`src/rtl/multdiv_pkg.sv`:
```
// multdiv_pkg: shared width, FSM state and operation encodings for multdiv_unit.
// Latency: n/a (types and constants only).
// Backpressure: n/a.
package multdiv_pkg;

  localparam int DEFAULT_WIDTH = 32;

  typedef enum logic [1:0] {
    IDLE,
    BUSY,
    DONE
  } state_t;

  typedef enum logic {
    OP_MULT,
    OP_DIV
  } op_t;

endpackage

```
`src/rtl/multdiv_if.sv`:
```
// multdiv_if: start pulses, operands and result/strobe between execute stage and multdiv_unit.
// Latency: n/a (wires only).
// Backpressure: none; the pipeline stalls on this unit until data_resultRDY.
interface multdiv_if import multdiv_pkg::*; #(parameter int WIDTH = DEFAULT_WIDTH);

  logic             ctrl_MULT;
  logic             ctrl_DIV;
  logic [WIDTH-1:0] data_operandA;
  logic [WIDTH-1:0] data_operandB;
  logic [WIDTH-1:0] data_result;
  logic             data_exception;
  logic             data_resultRDY;

  modport master (
    output ctrl_MULT, ctrl_DIV, data_operandA, data_operandB,
    input  data_result, data_exception, data_resultRDY
  );

  modport slave (
    input  ctrl_MULT, ctrl_DIV, data_operandA, data_operandB,
    output data_result, data_exception, data_resultRDY
  );

endinterface

```
`src/rtl/multdiv_addsub_w.sv`:
```
// addsub_w: WIDTH+1-bit adder/subtractor shared by the multiply accumulate and divide trial subtract.
// Latency: combinational.
// Backpressure: none.
module addsub_w #(
  parameter int WIDTH = 32
) (
  input  logic [WIDTH:0] a,
  input  logic [WIDTH:0] b,
  input  logic           sub,
  output logic [WIDTH:0] y
);

  // Subtract when sub is set, otherwise add; result wraps modulo 2^(WIDTH+1).
  always_comb begin
    y = sub ? (a - b) : (a + b);
  end

endmodule

```
`src/rtl/multdiv_unit.sv`:
```
// multdiv_unit: signed WIDTH-bit multicycle multiply (shift-add) / divide (restoring) on magnitudes.
// Latency: data_resultRDY strobes WIDTH+1 cycles after the start edge, independent of operands.
// Backpressure: none; a start in BUSY/DONE aborts and restarts, the caller stalls until the strobe.
module multdiv_unit import multdiv_pkg::*; #(
  parameter int WIDTH = DEFAULT_WIDTH
) (
  input  logic       clock,
  input  logic       reset_n,
  multdiv_if.slave   bus
);

  localparam int CW = $clog2(WIDTH) + 1;

  state_t           state, state_nxt;
  op_t              op;
  logic             neg;
  logic [WIDTH-1:0] dsor;    // multiplicand magnitude (MULT) or divisor magnitude (DIV)
  logic [WIDTH-1:0] hi;      // product high word / partial remainder
  logic [WIDTH-1:0] lo;      // multiplier shifting out, product low word / quotient shifting in
  logic [CW-1:0]    cnt;
  logic             start;
  logic             last;
  logic [WIDTH-1:0] mag_a, mag_b;
  logic [WIDTH:0]   add_a, add_b, add_y;
  logic             add_sub;
  logic [WIDTH-1:0] fin_res;
  logic             fin_exc;

  assign start = bus.ctrl_MULT | bus.ctrl_DIV;
  assign last  = (cnt == CW'(WIDTH));
  assign mag_a = bus.data_operandA[WIDTH-1] ? -bus.data_operandA : bus.data_operandA;
  assign mag_b = bus.data_operandB[WIDTH-1] ? -bus.data_operandB : bus.data_operandB;
  assign bus.data_resultRDY = (state == DONE);

  // Operand selection for the shared adder: accumulate for MULT, shifted trial subtract for DIV.
  always_comb begin
    add_sub = (op == OP_DIV);
    add_a   = {1'b0, hi};
    add_b   = lo[0] ? {1'b0, dsor} : '0;
    if (op == OP_DIV) begin
      add_a = {hi, lo[WIDTH-1]};
      add_b = {1'b0, dsor};
    end
  end

  addsub_w #(.WIDTH(WIDTH)) u_addsub (
    .a   (add_a),
    .b   (add_b),
    .sub (add_sub),
    .y   (add_y)
  );

  // Final sign fix-up and exception detection applied once all iterations are done.
  always_comb begin
    fin_res = '0;
    fin_exc = 1'b0;
    if (op == OP_MULT) begin
      fin_res = neg ? -lo : lo;
      fin_exc = (hi != '0) |
                (neg ? (lo[WIDTH-1] & (lo[WIDTH-2:0] != '0)) : lo[WIDTH-1]);
    end else if ((dsor == '0) || (!neg && lo[WIDTH-1])) begin
      fin_exc = 1'b1;
    end else begin
      fin_res = neg ? -lo : lo;
    end
  end

  // State register.
  always_ff @(posedge clock or negedge reset_n) begin
    if (!reset_n) state <= IDLE;
    else          state <= state_nxt;
  end

  // Next state: a start pulse always (re)enters BUSY; BUSY leaves after the finalize edge.
  always_comb begin
    state_nxt = state;
    case (state)
      IDLE:    if (start) state_nxt = BUSY;
      BUSY:    if (!start && last) state_nxt = DONE;
      DONE:    state_nxt = start ? BUSY : IDLE;
      default: state_nxt = IDLE;
    endcase
  end

  // Datapath: latch on start, iterate one bit per clock in BUSY, register result on the last edge.
  always_ff @(posedge clock or negedge reset_n) begin
    if (!reset_n) begin
      op                 <= OP_MULT;
      neg                <= 1'b0;
      dsor               <= '0;
      hi                 <= '0;
      lo                 <= '0;
      cnt                <= '0;
      bus.data_result    <= '0;
      bus.data_exception <= 1'b0;
    end else if (start) begin
      op   <= bus.ctrl_MULT ? OP_MULT : OP_DIV;
      neg  <= bus.data_operandA[WIDTH-1] ^ bus.data_operandB[WIDTH-1];
      dsor <= bus.ctrl_MULT ? mag_a : mag_b;
      lo   <= bus.ctrl_MULT ? mag_b : mag_a;
      hi   <= '0;
      cnt  <= '0;
    end else if (state == BUSY) begin
      if (!last) begin
        cnt <= cnt + CW'(1);
        if (op == OP_MULT) begin
          hi <= add_y[WIDTH:1];
          lo <= {add_y[0], lo[WIDTH-1:1]};
        end else begin
          hi <= add_y[WIDTH] ? add_a[WIDTH-1:0] : add_y[WIDTH-1:0];
          lo <= {lo[WIDTH-2:0], ~add_y[WIDTH]};
        end
      end else begin
        bus.data_result    <= fin_res;
        bus.data_exception <= fin_exc;
      end
    end
  end

endmodule
```
`src/flat_wrapper.sv`:
```
// flat-port wrapper written by rule: the top's interface ports become plain ports
module multdiv_unit_flat import multdiv_pkg::*;
#(
  parameter int WIDTH = DEFAULT_WIDTH
)
  (clock, reset_n, bus_ctrl_MULT, bus_ctrl_DIV, bus_data_operandA, bus_data_operandB, bus_data_result, bus_data_exception, bus_data_resultRDY);
  multdiv_if #(.WIDTH(WIDTH)) bus_i ();
  input  logic clock;
  input  logic reset_n;
  input wire logic [$bits(bus_i.ctrl_MULT)-1:0] bus_ctrl_MULT;
  input wire logic [$bits(bus_i.ctrl_DIV)-1:0] bus_ctrl_DIV;
  input wire logic [$bits(bus_i.data_operandA)-1:0] bus_data_operandA;
  input wire logic [$bits(bus_i.data_operandB)-1:0] bus_data_operandB;
  output wire logic [$bits(bus_i.data_result)-1:0] bus_data_result;
  output wire logic [$bits(bus_i.data_exception)-1:0] bus_data_exception;
  output wire logic [$bits(bus_i.data_resultRDY)-1:0] bus_data_resultRDY;
  assign bus_i.ctrl_MULT = bus_ctrl_MULT;
  assign bus_i.ctrl_DIV = bus_ctrl_DIV;
  assign bus_i.data_operandA = bus_data_operandA;
  assign bus_i.data_operandB = bus_data_operandB;
  assign bus_data_result = bus_i.data_result;
  assign bus_data_exception = bus_i.data_exception;
  assign bus_data_resultRDY = bus_i.data_resultRDY;
  multdiv_unit #(.WIDTH(WIDTH)) u_core (.clock(clock), .reset_n(reset_n), .bus(bus_i));
endmodule
```
`config.mk`:
```
export PLATFORM = sky130hd
export DESIGN_NAME = multdiv_unit_flat
export DESIGN_NICKNAME = d
export VERILOG_FILES = /design/src/rtl/multdiv_pkg.sv /design/src/rtl/multdiv_if.sv /design/src/rtl/multdiv_addsub_w.sv /design/src/rtl/multdiv_unit.sv /design/src/flat_wrapper.sv
export SDC_FILE = /design/constraint.sdc
export NUM_CORES = 1
export LEC_CHECK = 0
export BUFFER_PORTS_ARGS = -buffer_cell sky130_fd_sc_hd__buf_4
export CAP_MARGIN = 20
export CORE_MARGIN = 1
export CORE_UTILIZATION = 40
export CTS_CLUSTER_SIZE = 24
export DETAILED_ROUTE_END_ITERATION = 12
export PLACE_DENSITY = 0.63
export SKIP_LAST_GASP = 1
export SLEW_MARGIN = 15
export SYNTH_ARGS = -nofsm -noshare
export SYNTH_HDL_FRONTEND = slang
export SYNTH_SLANG_ARGS = --single-unit
export TNS_END_PERCENT = 50
```
`constraint.sdc`:
```
create_clock -name clock -period 6.9 [get_ports clock]
set_input_delay 0 -clock clock [delete_from_list [all_inputs] [get_ports clock]]
set_output_delay 0 -clock clock [all_outputs]
set_load 0.02 [all_outputs]
```
# [Yosys cells after proc, flatten, opt, wreduce, memory -nomap -nowiden]
# Index checks and enable logic that the tools add are counted.
[totals] regBits=139 latchBits=0 ram_bits=0 romBits=0 word_cells=71 n_memories=0
[op_classes] addsub=6 mul=0 n_div=0 order_cmp=0 eq_ne=6 n_shift=0 mux=31 n_bitwise=6 reduce_logical=13
[op_table] cell="$mux 32" count=17
[op_table] cell="$mux 33" count=3
[op_table] cell="$neg 32->32" count=3
[op_table] cell="$add 33x33->33" count=1
[op_table] cell="$sub 33x33->33" count=1
[op_table] cell="$logic_not 32->1" count=1
[op_table] cell="$reduce_bool 32->1" count=1
[op_table] cell="$reduce_bool 31->1" count=1
[op_table] cell="$mux 6" count=3
[op_table] cell="$add 6x1->6 const B" count=1
[op_table] cell="$eq 6x6->1 const B" count=1
[op_table] cell="$ne 2x1->1 const B" count=3
[op_table] cell="$pmux 2 s3" count=1
[op_table] cell="$mux 1" count=5
[op_table] cell="$mux 2" count=2
[op_table] cell="$reduce_and 2->1" count=2
[op_table] cell="$reduce_and 3->1" count=1
[op_table] cell="$eq 2x1->1 const B" count=1
[op_table] cell="$eq 2x2->1 const B" count=1
[op_table] cell="$logic_and 1x1->1" count=2
[op_table] cell="$logic_not 1->1" count=2
[op_table] cell="$logic_not 2->1" count=1
[op_table] cell="$not 1->1" count=2
[op_table] cell="$or 1x1->1" count=2
[op_table] cell="4 further kinds" count=4

# [Logic depth before layout (Yosys ltp)]
# Gate-level depths: netlist (run 1).
[depth] depth_word=9 depth_mapped=25

# [By module]
# Synthesis (run 1) repeated with hierarchy kept, for this count alone.
[unflattened] hier_cells=1539 hier_area_um2=12474.5
[by_module_without_submodules] module="multdiv_unit" instances=1 cells_each=1168 area_each_um2=9929.5 seq_area_each_um2=3478.3
[by_module_without_submodules] module="addsub_w" instances=1 cells_each=371 area_each_um2=2544.9 seq_area_each_um2=0.0

# [Worst setup path after synthesis (run 1)]
# OpenSTA, ideal clock, no wires.
[synth_path] path_kind="register to register" start="register u_core.op (netlist: u_core.add_sub)" end="register u_core.hi[28]" setup_ps=121 arrival_time_ps=5619 slack_ps=1160 stages_incl_launch_ff=25 period_less_slack_ps=5740 cell_sequence="dfrtp_1 > clkbuf_1 > buf_1 > clkbuf_1 > clkbuf_1 > o21ai_0 > ha_1 > o21a_1 > o21ai_1 > nor2_1 > nand3_1 > o31ai_1 > a221oi_1 > ha_1 > clkbuf_1 > a21oi_1 > nand2_1 > a221oi_1 > o22ai_1 > o31ai_1 > a41oi_1 > buf_2 > and3_1 > a311o_1 > a22o_1"
[synth_via] elab_chain_cells=8
[synth_lines] element="start, declared" line="multdiv_unit.sv:15" text="op_t op;"
[synth_lines] element="start signal, assigned" line="multdiv_unit.sv:97" text="op <= bus.ctrl_MULT ? OP_MULT : OP_DIV;"
[synth_lines] element="$mux 33" line="multdiv_unit.sv:40" text="if (op == OP_DIV) begin"
[synth_lines] element="$add 33x33->33 / $sub 33x33->33 (equally long branches)" line="multdiv_addsub_w.sv:15" text="y = sub ? (a - b) : (a + b);"
[synth_lines] element="$mux 33" line="multdiv_addsub_w.sv:15"
[synth_lines] element="$mux 32" line="multdiv_unit.sv:110" text="hi <= add_y[WIDTH] ? add_a[WIDTH-1:0] : add_y[WIDTH-1:0];"
[synth_lines] element="$mux 32 (*)" line="multdiv_unit.sv:106" text="if (op == OP_MULT) begin"
[synth_lines] element="$mux 32 (*)" line="multdiv_unit.sv:104" text="if (!last) begin"
[synth_lines] element="$mux 32 (*)" line="multdiv_unit.sv:103" text="end else if (state == BUSY) begin"
[synth_lines] element="$mux 32 (*)" line="multdiv_unit.sv:96" text="end else if (start) begin"
[synth_lines] element="end signal, assigned" line="multdiv_unit.sv:107" text="hi <= add_y[WIDTH:1];"
[synth_lines] element="end signal, assigned" line="multdiv_unit.sv:110"
[synth_lines] element="end, declared" line="multdiv_unit.sv:18" text="logic [WIDTH-1:0] hi;"
# Mark *: on every way between the ends. The rest lies on a longest branch, timed or not. The select of a mux whose other input is x is not followed.
# A chain may end at the register's enable or synchronous reset.

# [Final worst setup path (run 1)]
[layout_path] start="register u_core.dsor[2]" end="register u_core.hi[2]"
[layout_via] elab_chain_cells=9
[layout_lines] element="start, declared" line="multdiv_unit.sv:17" text="logic [WIDTH-1:0] dsor;"
[layout_lines] element="start signal, assigned" line="multdiv_unit.sv:99" text="dsor <= bus.ctrl_MULT ? mag_a : mag_b;"
[layout_lines] element="$mux 32" line="multdiv_unit.sv:39" text="add_b = lo[0] ? {1'b0, dsor} : '0;"
[layout_lines] element="$mux 33 (*)" line="multdiv_unit.sv:40"
[layout_lines] element="$add 33x33->33 / $sub 33x33->33 (equally long branches)" line="multdiv_addsub_w.sv:15"
[layout_lines] element="$mux 33 (*)" line="multdiv_addsub_w.sv:15"
[layout_lines] element="$mux 32" line="multdiv_unit.sv:110"
[layout_lines] element="$mux 32 (*)" line="multdiv_unit.sv:106"
[layout_lines] element="$mux 32 (*)" line="multdiv_unit.sv:104"
[layout_lines] element="$mux 32 (*)" line="multdiv_unit.sv:103"
[layout_lines] element="$mux 32 (*)" line="multdiv_unit.sv:96"
# Marked as above.

==> impl.org, run 1 <==
** Run status
- The flow ran to the end, and the final reports show no timing, DRC or antenna violations.

** Worst setup path
- The critical path is of the reg -> reg type.
- Maximum net fanout on the critical path :: 20
- Tracing the worst setup path back leads to its startpoint at u_core.dsor[2].
- Category of the worst setup path launch point :: flip-flop
- STA classifies the critical path endpoint as a flip-flop.
- Together, buffers and inverters on the worst path number 1.
- STA puts the critical path data required time at 7280 ps.
- For this design, the slowest cell found on the critical path is sky130_fd_sc_hd__nor4_1.
- Peak per-stage delay on the critical path :: 640 ps
- Crit path DAT :: 6810 ps
- The worst register-to-register path begins at u_core.dsor[2].
- Grouping stages by cell kind, the critical path spends the most delay in simple AND/OR/NAND/NOR gates.
- The most numerous cell type found on the critical path is sky130_fd_sc_hd__nand2_1.
- The critical path goes through nor4_1 -> nand2_1 -> or4_1 -> nor2_1 -> nand2_1 -> or4_1 -> nor4_1 -> mux2_2 -> a22oi_1 -> ha_1 -> o21a_1 -> o21a_1 -> o21ai_0 -> nand2_1 -> mux2_4 -> o31a_4 -> nand2_1 -> buf_4 -> mux2i_1 -> o21a_1.

** Logic synthesis
- Number of distinct standard cells referenced by the synthesized netlist :: 74
- Syn Std Cell Area :: 0.0123 mm²
- Sequential share of the synthesized area :: 28.3%
- Share of synthesized flip-flops with an asynchronous set or reset :: 100%
- Largest area contributor in the netlist :: sky130_fd_sc_hd__dfrtp_1
- Synthesis handed over a netlist of 1,535 instances.
- Share of Yosys cell area claimed by the top area cell type :: 28.3%
- Yosys attributes the largest share of cell area to sky130_fd_sc_hd__dfrtp_1 28%, sky130_fd_sc_hd__xor2_1 6.1%, sky130_fd_sc_hd__o21ai_0 5.3%.
- Most common flop cell mapped by yosys :: sky130_fd_sc_hd__dfrtp_1
- Counting instances in the post-synthesis netlist gives the leading cell types as 172 x sky130_fd_sc_hd__nand2_1, 139 x sky130_fd_sc_hd__dfrtp_1, 130 x sky130_fd_sc_hd__o21ai_0.
- The average instance in the mapped netlist occupies 8.00 µm².
- Most instantiated library cell after synthesis :: sky130_fd_sc_hd__nand2_1
- During synthesis, Yosys emitted a total of 0 warnings.
- Number of flops mapped to enable cells by yosys :: 0
- The number of nets handed over by synthesis was 1,643.
- Post-synthesis register bit count :: 139

** Layout
- The post-route netlist has 13.5% of its cells at a drive strength greater than 1.
- Area used by sequential logic in the layout :: 0.00348 mm²
- Measured on the finished design, the core utilization comes to 48.2%.
- After the last flow step, the layout net total stands at 1,719.
- The repair_antennas step left the layout with diodes totalling 0.
- Number of fillers in the final layout :: 2,912
- In the final layout, the multi-input gates occupy 0.00823 mm².
- Relative to the synthesized area, the layout overhead comes to 17.5%.

** Timing
- In the finished design, the share of the clock period the worst path needs comes to 93.2%.
- In this run the tightest slew margin relative to its limit is 29.2%.
- Setup repair after global routing left no endpoint under its margin.
- At the pin with the least slew margin, the transition time is 1050 ps.
- Number of hold violations in the final report :: 0
- The clock period could shrink to 6430 ps.
- Endpoints failing setup :: 0
- For the final routed database, the setup TNS stands at 0 ps.
- Across the routed clock network, the largest skew measured is 10.3 ps.
- Max-slew violation count :: 0
- Setup slack closes at 472 ps.
- Maximum frequency from static timing analysis :: 0.156 GHz

** Global route
- The initial antenna violation count came to 0.
- Global route total overflow :: 0
- Entering global routing, the biggest net connects 97 pins.
- Tot GR Track Use :: 25.4%
- The number of global-route vias before repair was 11,500.
- First-pass GRT wire length :: 62.7 mm

** Clock tree
- Clock transition at the register clock pins on the worst setup and hold paths after CTS :: 60 ps
- TritonCTS clock tree :: done
- In this run, post-CTS repair resized a total of 0 instances.
- Clk Latency, worst-skew pair :: 440 ps
- Buffers added to address setup during post-CTS repair amount to 0.
- Clock root buffer :: sky130_fd_sc_hd__clkbuf_16
- The clock passes through at most 2 buffers.
- Depth of the CTS H-tree :: 4
- For this design, the sink count on the clock tree is 139.
- Number of buffers created by CTS :: 17

** Run
- Max-cap violation count :: 0

** Pwr
- Power per standard cell area :: 255 mW/mm²
- Peak supply drop :: 0.200 mV
- Lkg Pwr :: 0.00599 µW

** Placement
- HPWL after detailed placement :: 28.3 mm
- Worst slack at placement :: 618 ps
- Input and output buffers added on the ports amount to 101.
- Placer's final routability congestion estimate :: 0.910

** Hold path
- The tightest min-delay check is of the in -> reg type.
- The startpoint identified for the worst hold timing path is bus_data_operandB[18].

** Floorplan
- Standard-cell row count :: 63
- Floorplan die area :: 0.0314 mm²
- The initial utilization of the core area, before any placement, comes to 41.0%.
- Die width :: 177 µm
- 102 I/O pins were placed.
- The core region is 0.0300 mm².
- Y dimension of the die :: 177 µm

** Routing
- Via count :: 12,200
- Pre-Repair DR Iteration Count :: 5
- The first routing iteration left 1,124 violations.
- The detail route stage leaves a number of antenna-violating nets equal to 0.
- In the final routed layout, each cell accounts on average for 19.6 µm.
- Routed wire length :: 39.4 mm
- Detail-routed via count per cell :: 6.07
- DRC violation count after routing :: 0
timing repair:
item | CTS | global route
hold endpoints to repair | 114 | 0
setup endpoints to repair | 0 | 0
hold buffers | 53 | 0
state kept, by name, indices dropped and copies added (netlist names):
signal and count:
u_core.add_sub 1, u_core.bus.data_exception 1, u_core.bus.data_result 32, u_core.cnt 6
u_core.dsor 32, u_core.hi 32, u_core.lo 32, u_core.neg 1
u_core.state 2
power by group:
| group | internal [µW] | switching (µW) |
|---|---|---|
| clock | 680 | 379 |
| combinational | 638 | 926 |
| sequential | 899 | 152 |
logic make-up (layout without fill, tap and decap cells):
| group | after synthesis | count (layout) | synth area share [%] |
|---|---|---|---|
| muxes | 55 | 55 | 4.85 |
| buffers and inverters | 146 | 235 | 4.65 |
| AOI/OAI and AO/OA | 549 | 549 | 30.7 |
| and+or+nand+nor | 488 | 488 | 18.9 |
| DFF | 139 | 139 | 28.3 |
| xor gates and xnor gates | 118 | 118 | 8.42 |
| adders and majority gates | 40 | 40 | 4.14 |
layout by cell type (no fill, tap or decap), types with 8 or more instances in the layout:
master,n
sky130_fd_sc_hd__a2111oi_0,21
sky130_fd_sc_hd__a211oi_1,37
sky130_fd_sc_hd__a21o_1,30
sky130_fd_sc_hd__a21oi_1,94
sky130_fd_sc_hd__a221oi_1,12
sky130_fd_sc_hd__a22o_1,14
sky130_fd_sc_hd__a22oi_1,17
sky130_fd_sc_hd__a31o_2,8
sky130_fd_sc_hd__and3_1,8
sky130_fd_sc_hd__buf_4,118
sky130_fd_sc_hd__clkbuf_16,17
sky130_fd_sc_hd__dfrtp_1,138
sky130_fd_sc_hd__dlygate4sd3_1,53
sky130_fd_sc_hd__ha_1,39
sky130_fd_sc_hd__inv_1,28
sky130_fd_sc_hd__mux2_2,32
sky130_fd_sc_hd__mux2i_1,22
sky130_fd_sc_hd__nand2_1,172
sky130_fd_sc_hd__nand3_1,33
sky130_fd_sc_hd__nand4_1,16
sky130_fd_sc_hd__nor2_1,110
sky130_fd_sc_hd__nor2b_1,26
sky130_fd_sc_hd__nor3_1,35
sky130_fd_sc_hd__nor4_1,20
sky130_fd_sc_hd__o211ai_1,29
sky130_fd_sc_hd__o21a_1,9
sky130_fd_sc_hd__o21ai_0,130
sky130_fd_sc_hd__o21ai_1,9
sky130_fd_sc_hd__o221a_2,16
sky130_fd_sc_hd__o31a_1,8
sky130_fd_sc_hd__o31ai_1,41
sky130_fd_sc_hd__o41ai_1,12
sky130_fd_sc_hd__or3_1,18
sky130_fd_sc_hd__or4_1,20
sky130_fd_sc_hd__xnor2_1,32
sky130_fd_sc_hd__xor2_1,86
worst register-to-register path, cell delays in order (launching register included):
cell and delay [ps]:
sky130_fd_sc_hd__dfrtp_1 440, sky130_fd_sc_hd__nor4_1 640, sky130_fd_sc_hd__nand2_1 300, sky130_fd_sc_hd__or4_1 620, sky130_fd_sc_hd__nor2_1 340, sky130_fd_sc_hd__nand2_1 150
sky130_fd_sc_hd__or4_1 480, sky130_fd_sc_hd__nor4_1 220, sky130_fd_sc_hd__mux2_2 370, sky130_fd_sc_hd__a22oi_1 150, sky130_fd_sc_hd__ha_1 310, sky130_fd_sc_hd__o21a_1 160
sky130_fd_sc_hd__o21a_1 180, sky130_fd_sc_hd__o21ai_0 350, sky130_fd_sc_hd__nand2_1 100, sky130_fd_sc_hd__mux2_4 280, sky130_fd_sc_hd__o31a_4 200, sky130_fd_sc_hd__nand2_1 540
sky130_fd_sc_hd__buf_4 230, sky130_fd_sc_hd__mux2i_1 180, sky130_fd_sc_hd__o21a_1 130
worst paths after layout:
| path | endpoint | depth (start not counted) | slack (ps) |
|---|---|---|---|
| hold reg to reg | u_core.bus.data_result[9] | 2 | 480 |
| setup reg to reg | u_core.hi[2] | 20 | 470 |
| max in group asynchronous | u_core.cnt[1] | 3 | 5360 |
| hold / removal | u_core.lo[18] | 4 | 10 |
| setup / recovery | u_core.hi[2] | 20 | 470 |
| min in group asynchronous | u_core.bus.data_result[6] | 2 | 150 |
routing by layer:
layer | wire length [µm] | track usage [%]
met1 | 18300 | 35.5
met2 | 18100 | 40.3
met3 | 2180 | 3.22
met4 | 884 | 8.08
met5 | 0 | 0
through the flow:
step	hold WS (ps)	std cells	total power (µW)	cell area [µm²]
after global routing	27.1	2014	3900	14400
after floorplan	-296	1535	2150	12300
after CTS	0.0246	2013	3670	14400
after global placement	62.5	1928	2560	13200
final	9.93	2014	3680	14400
after detailed placement	59.9	1928	2570	13200
area by class of cell:
type                            count  share of cell area [%]
Clock buffer                       22                    3.36
Clock inverter                     10                    1.29
Multi-Input combinational cell   1250                    57.1
Sequential cell                   139                    24.1
Inverter                           30                   0.780
Timing Repair Buffer              173                    10.0
Tap cell                          390                    3.38
(Power assumes the default switching activity.)
==> run 2: changes to the inputs <==
--- a/config.mk
+++ b/config.mk
@@ -12,6 +12,7 @@
 export CTS_CLUSTER_SIZE = 24
 export DETAILED_ROUTE_END_ITERATION = 12
 export PLACE_DENSITY = 0.63
+export RECOVER_POWER = 25
 export SKIP_LAST_GASP = 1
 export SLEW_MARGIN = 15
 export SYNTH_ARGS = -nofsm -noshare
==> impl.org, run 2 (synthesized netlist as in run 1, its figures left out) <==
** Clock tree
- The number of clock sinks seen by CTS was 139 (unchanged).
- Clk Latency, worst-skew pair :: 440 ps (about the same)
- The number of buffers on the longest clock path was 2 (unchanged).
- Hold-fix buffers at CTS :: 53 (unchanged)
- Number of buffers created by CTS :: 17 (unchanged)
- The number of buffers inserted to repair setup after CTS is 0 (unchanged).
- The maximum level of the CTS H-tree is 4 (unchanged).
- The total of cells resized after clock tree synthesis was 0 (unchanged).
- The clock-pin slew reported for the worst setup and hold paths after clock tree synthesis came to 60 ps (about the same).
- Clock root buffer :: sky130_fd_sc_hd__clkbuf_16
- TritonCTS clock tree :: done

** Layout
- Commonest cells after routing, fill and taps aside :: 172 x sky130_fd_sc_hd__nand2_1, 138 x sky130_fd_sc_hd__dfrtp_1, 130 x sky130_fd_sc_hd__o21ai_0
- The area growth from synthesis to layout is 17.2%.
- The fraction of layout cells with a size suffix above 1 is 13.0% (-0.55 points).
- The storage element area is 0.00348 mm² (unchanged).
- Most common library cell in the layout ignoring fill and taps :: sky130_fd_sc_hd__nand2_1
- The net count of the finished layout was 1,719 (unchanged).
- Area taken by multi-input logic gates :: 0.00823 mm² (unchanged)
- Diodes inserted :: 0 (unchanged)
- Number of fillers in the final layout :: 2,919 (+0.24%)

** Run status
- The checks that failed: max-capacitance violations, max-slew violations.
- The flow ran to the end, but the final reports show violations.

** Global route
- Number of antenna violations at the first check in global routing :: 0 (unchanged)
- The maximum number of pins on one net before global-route repair was 97 (unchanged).
- The first-pass GRT wire length is 62.7 mm (unchanged).
- Tot GR Track Use :: 25.4% (unchanged)
- The total overflow reported by the global router came to 0 (unchanged).
- The number of global-route vias before repair is 11,500 (unchanged).

** Routing
- The average vias per placed instance is 6.09 (+0.25%).
- Via count :: 12,300 (+0.25%)
- DRC violation count after routing :: 0 (unchanged)
- Per-cell routed wire length :: 19.6 µm (about the same)
- Routed wire length :: 39.4 mm (about the same)
- The number of search-and-repair iterations in the first detailed-routing pass was 5 (unchanged).
- The number of DRC markers after the initial detailed-route iteration is 1,115 (-0.80%).
- Remaining antenna violation count after routing :: 0 (unchanged)

** Worst setup path
- STA classifies the critical path endpoint as a flip-flop.
- Startpoint-to-endpoint class of the critical path :: reg -> reg
- The data arrival at the endpoint of the critical path is 6810 ps (about the same).
- In this run the critical register-to-register path is launched from u_core.dsor[2].
- The worst-path maximum fanout was 20 (unchanged).
- The worst setup path is launched from a flip-flop.
- The worst-case reg-to-reg path depth is 20 (unchanged).
- Required time reported for the critical path endpoint :: 7280 ps (about the same)
- Worst setup startpoint :: u_core.dsor[2]

** Floorplan
- Die width :: 177 µm (unchanged)
- The die extent in y is 177 µm (unchanged).
- The total number of placement rows is 63 (unchanged).
- The overall die area is 0.0314 mm² (unchanged).
- Starting Density :: 41.0% (unchanged)
- The I/O pin count is 102 (unchanged).
- Placeable Area :: 0.0300 mm² (unchanged)

** Timing
- The maximum clock rate is 0.156 GHz (about the same).
- Number of hold violations in the final report :: 0 (unchanged)
- Endpoints failing setup :: 0 (unchanged)
- Final worst-path cycle share :: 93.2% (about the same)
- The setup slack after layout was 472 ps (-0.846 ps).
- Worst slew pin tran :: 4060 ps (+3010 ps)
- Setup tns final :: 0 ps (unchanged)
- Unrepaired setup endpoints after global routing :: no
- Post-route minimum period :: 6430 ps (+0.846 ps)
- The max-slew violation count was 71 (+71).
- Clock Skews :: 10.2 ps (-0.0636 ps)
- The max-slew headroom at the worst pin was -171% (-200 points).

** Placement
- Total of buffers placed on input and output ports :: 101 (unchanged)
- The half-perimeter wire length after placement is 28.3 mm (unchanged).
- Worst slack at placement :: 618 ps (unchanged)
- The routability congestion estimate from global placement came to 0.910 (unchanged).

** Run
- Max-cap violation count :: 1 (+1)

** Pwr
- The worst vdd rail ir drop is 0.200 mV (about the same).
- The standby leakage power was 0.00595 µW (-0.65%).
- The power density normalized to cell area is 255 mW/mm² (+0.23%).

** Hold path
- The worst hold path depth came to 4 (unchanged).
- The startpoint identified for the worst hold timing path is bus_data_operandB[18].
- Worst min-delay path category :: in -> reg
## run 2: layout make-up
cell class                      count  share of cell area (%)
Clock inverter                     10                    1.30
Clock buffer                       22                    3.36
Multi-Input combinational cell   1250                    57.2
Timing Repair Buffer              173                    9.76
Inverter                           30                   0.782
Sequential cell                   139                    24.2
Tap cell                          390                    3.39
## run 2: path summary, 6_finish.rpt
| kind | slack (ps) | to |
|---|---|---|
| worst min register to register | 480 | u_core.bus.data_result[9] |
| worst min-delay path | 8 | u_core.lo[18] |
| worst max register to register | 470 | u_core.hi[2] |
| max in group asynchronous | 2510 | u_core.add_sub |
| worst max-delay path | 470 | u_core.hi[2] |
| min in group asynchronous | 1530 | u_core.bus.data_result[8] |
## run 2: power breakdown
group,internal [µW],total (µW),switching [µW],leakage [µW]
logic,638,1560,927,0.00387
registers,899,1050,152,0.00176
clock network,680,1060,379,0.000319
## run 2: metrics by stage
stage                     total power [µW]  cell area [µm²]  util, %  hold slack, ps  cells
final                                 3670            14400     48.0            8.45   2014
after global routing                  3900            14400     48.0            27.1   2014
after global placement                2560            13200     44.1            62.5   1928
after floorplan                       2150            12300        -            -296   1535
after detailed placement              2570            13200     44.1            59.9   1928
after CTS                             3670            14400     48.1          0.0246   2013
## run 2: layer usage
layer	track usage, %	share of wire [%]	up-vias
met5	0	0	-
met4	8.08	2.3	0
met3	3.22	5.6	45
met2	40.3	46	417
met1	35.5	46	5895
li1	-	-	5907
## run 2: worst max-delay path, cell delays in order, from the launching register on
cell and delay [ps]:
sky130_fd_sc_hd__dfrtp_1 440, sky130_fd_sc_hd__nor4_1 640, sky130_fd_sc_hd__nand2_1 300, sky130_fd_sc_hd__or4_1 620, sky130_fd_sc_hd__nor2_1 340, sky130_fd_sc_hd__nand2_1 150
sky130_fd_sc_hd__or4_1 480, sky130_fd_sc_hd__nor4_1 220, sky130_fd_sc_hd__mux2_2 370, sky130_fd_sc_hd__a22oi_1 150, sky130_fd_sc_hd__ha_1 300, sky130_fd_sc_hd__o21a_1 160
sky130_fd_sc_hd__o21a_1 180, sky130_fd_sc_hd__o21ai_0 350, sky130_fd_sc_hd__nand2_1 100, sky130_fd_sc_hd__mux2_4 280, sky130_fd_sc_hd__o31a_4 200, sky130_fd_sc_hd__nand2_1 540
sky130_fd_sc_hd__buf_4 230, sky130_fd_sc_hd__mux2i_1 180, sky130_fd_sc_hd__o21a_1 130
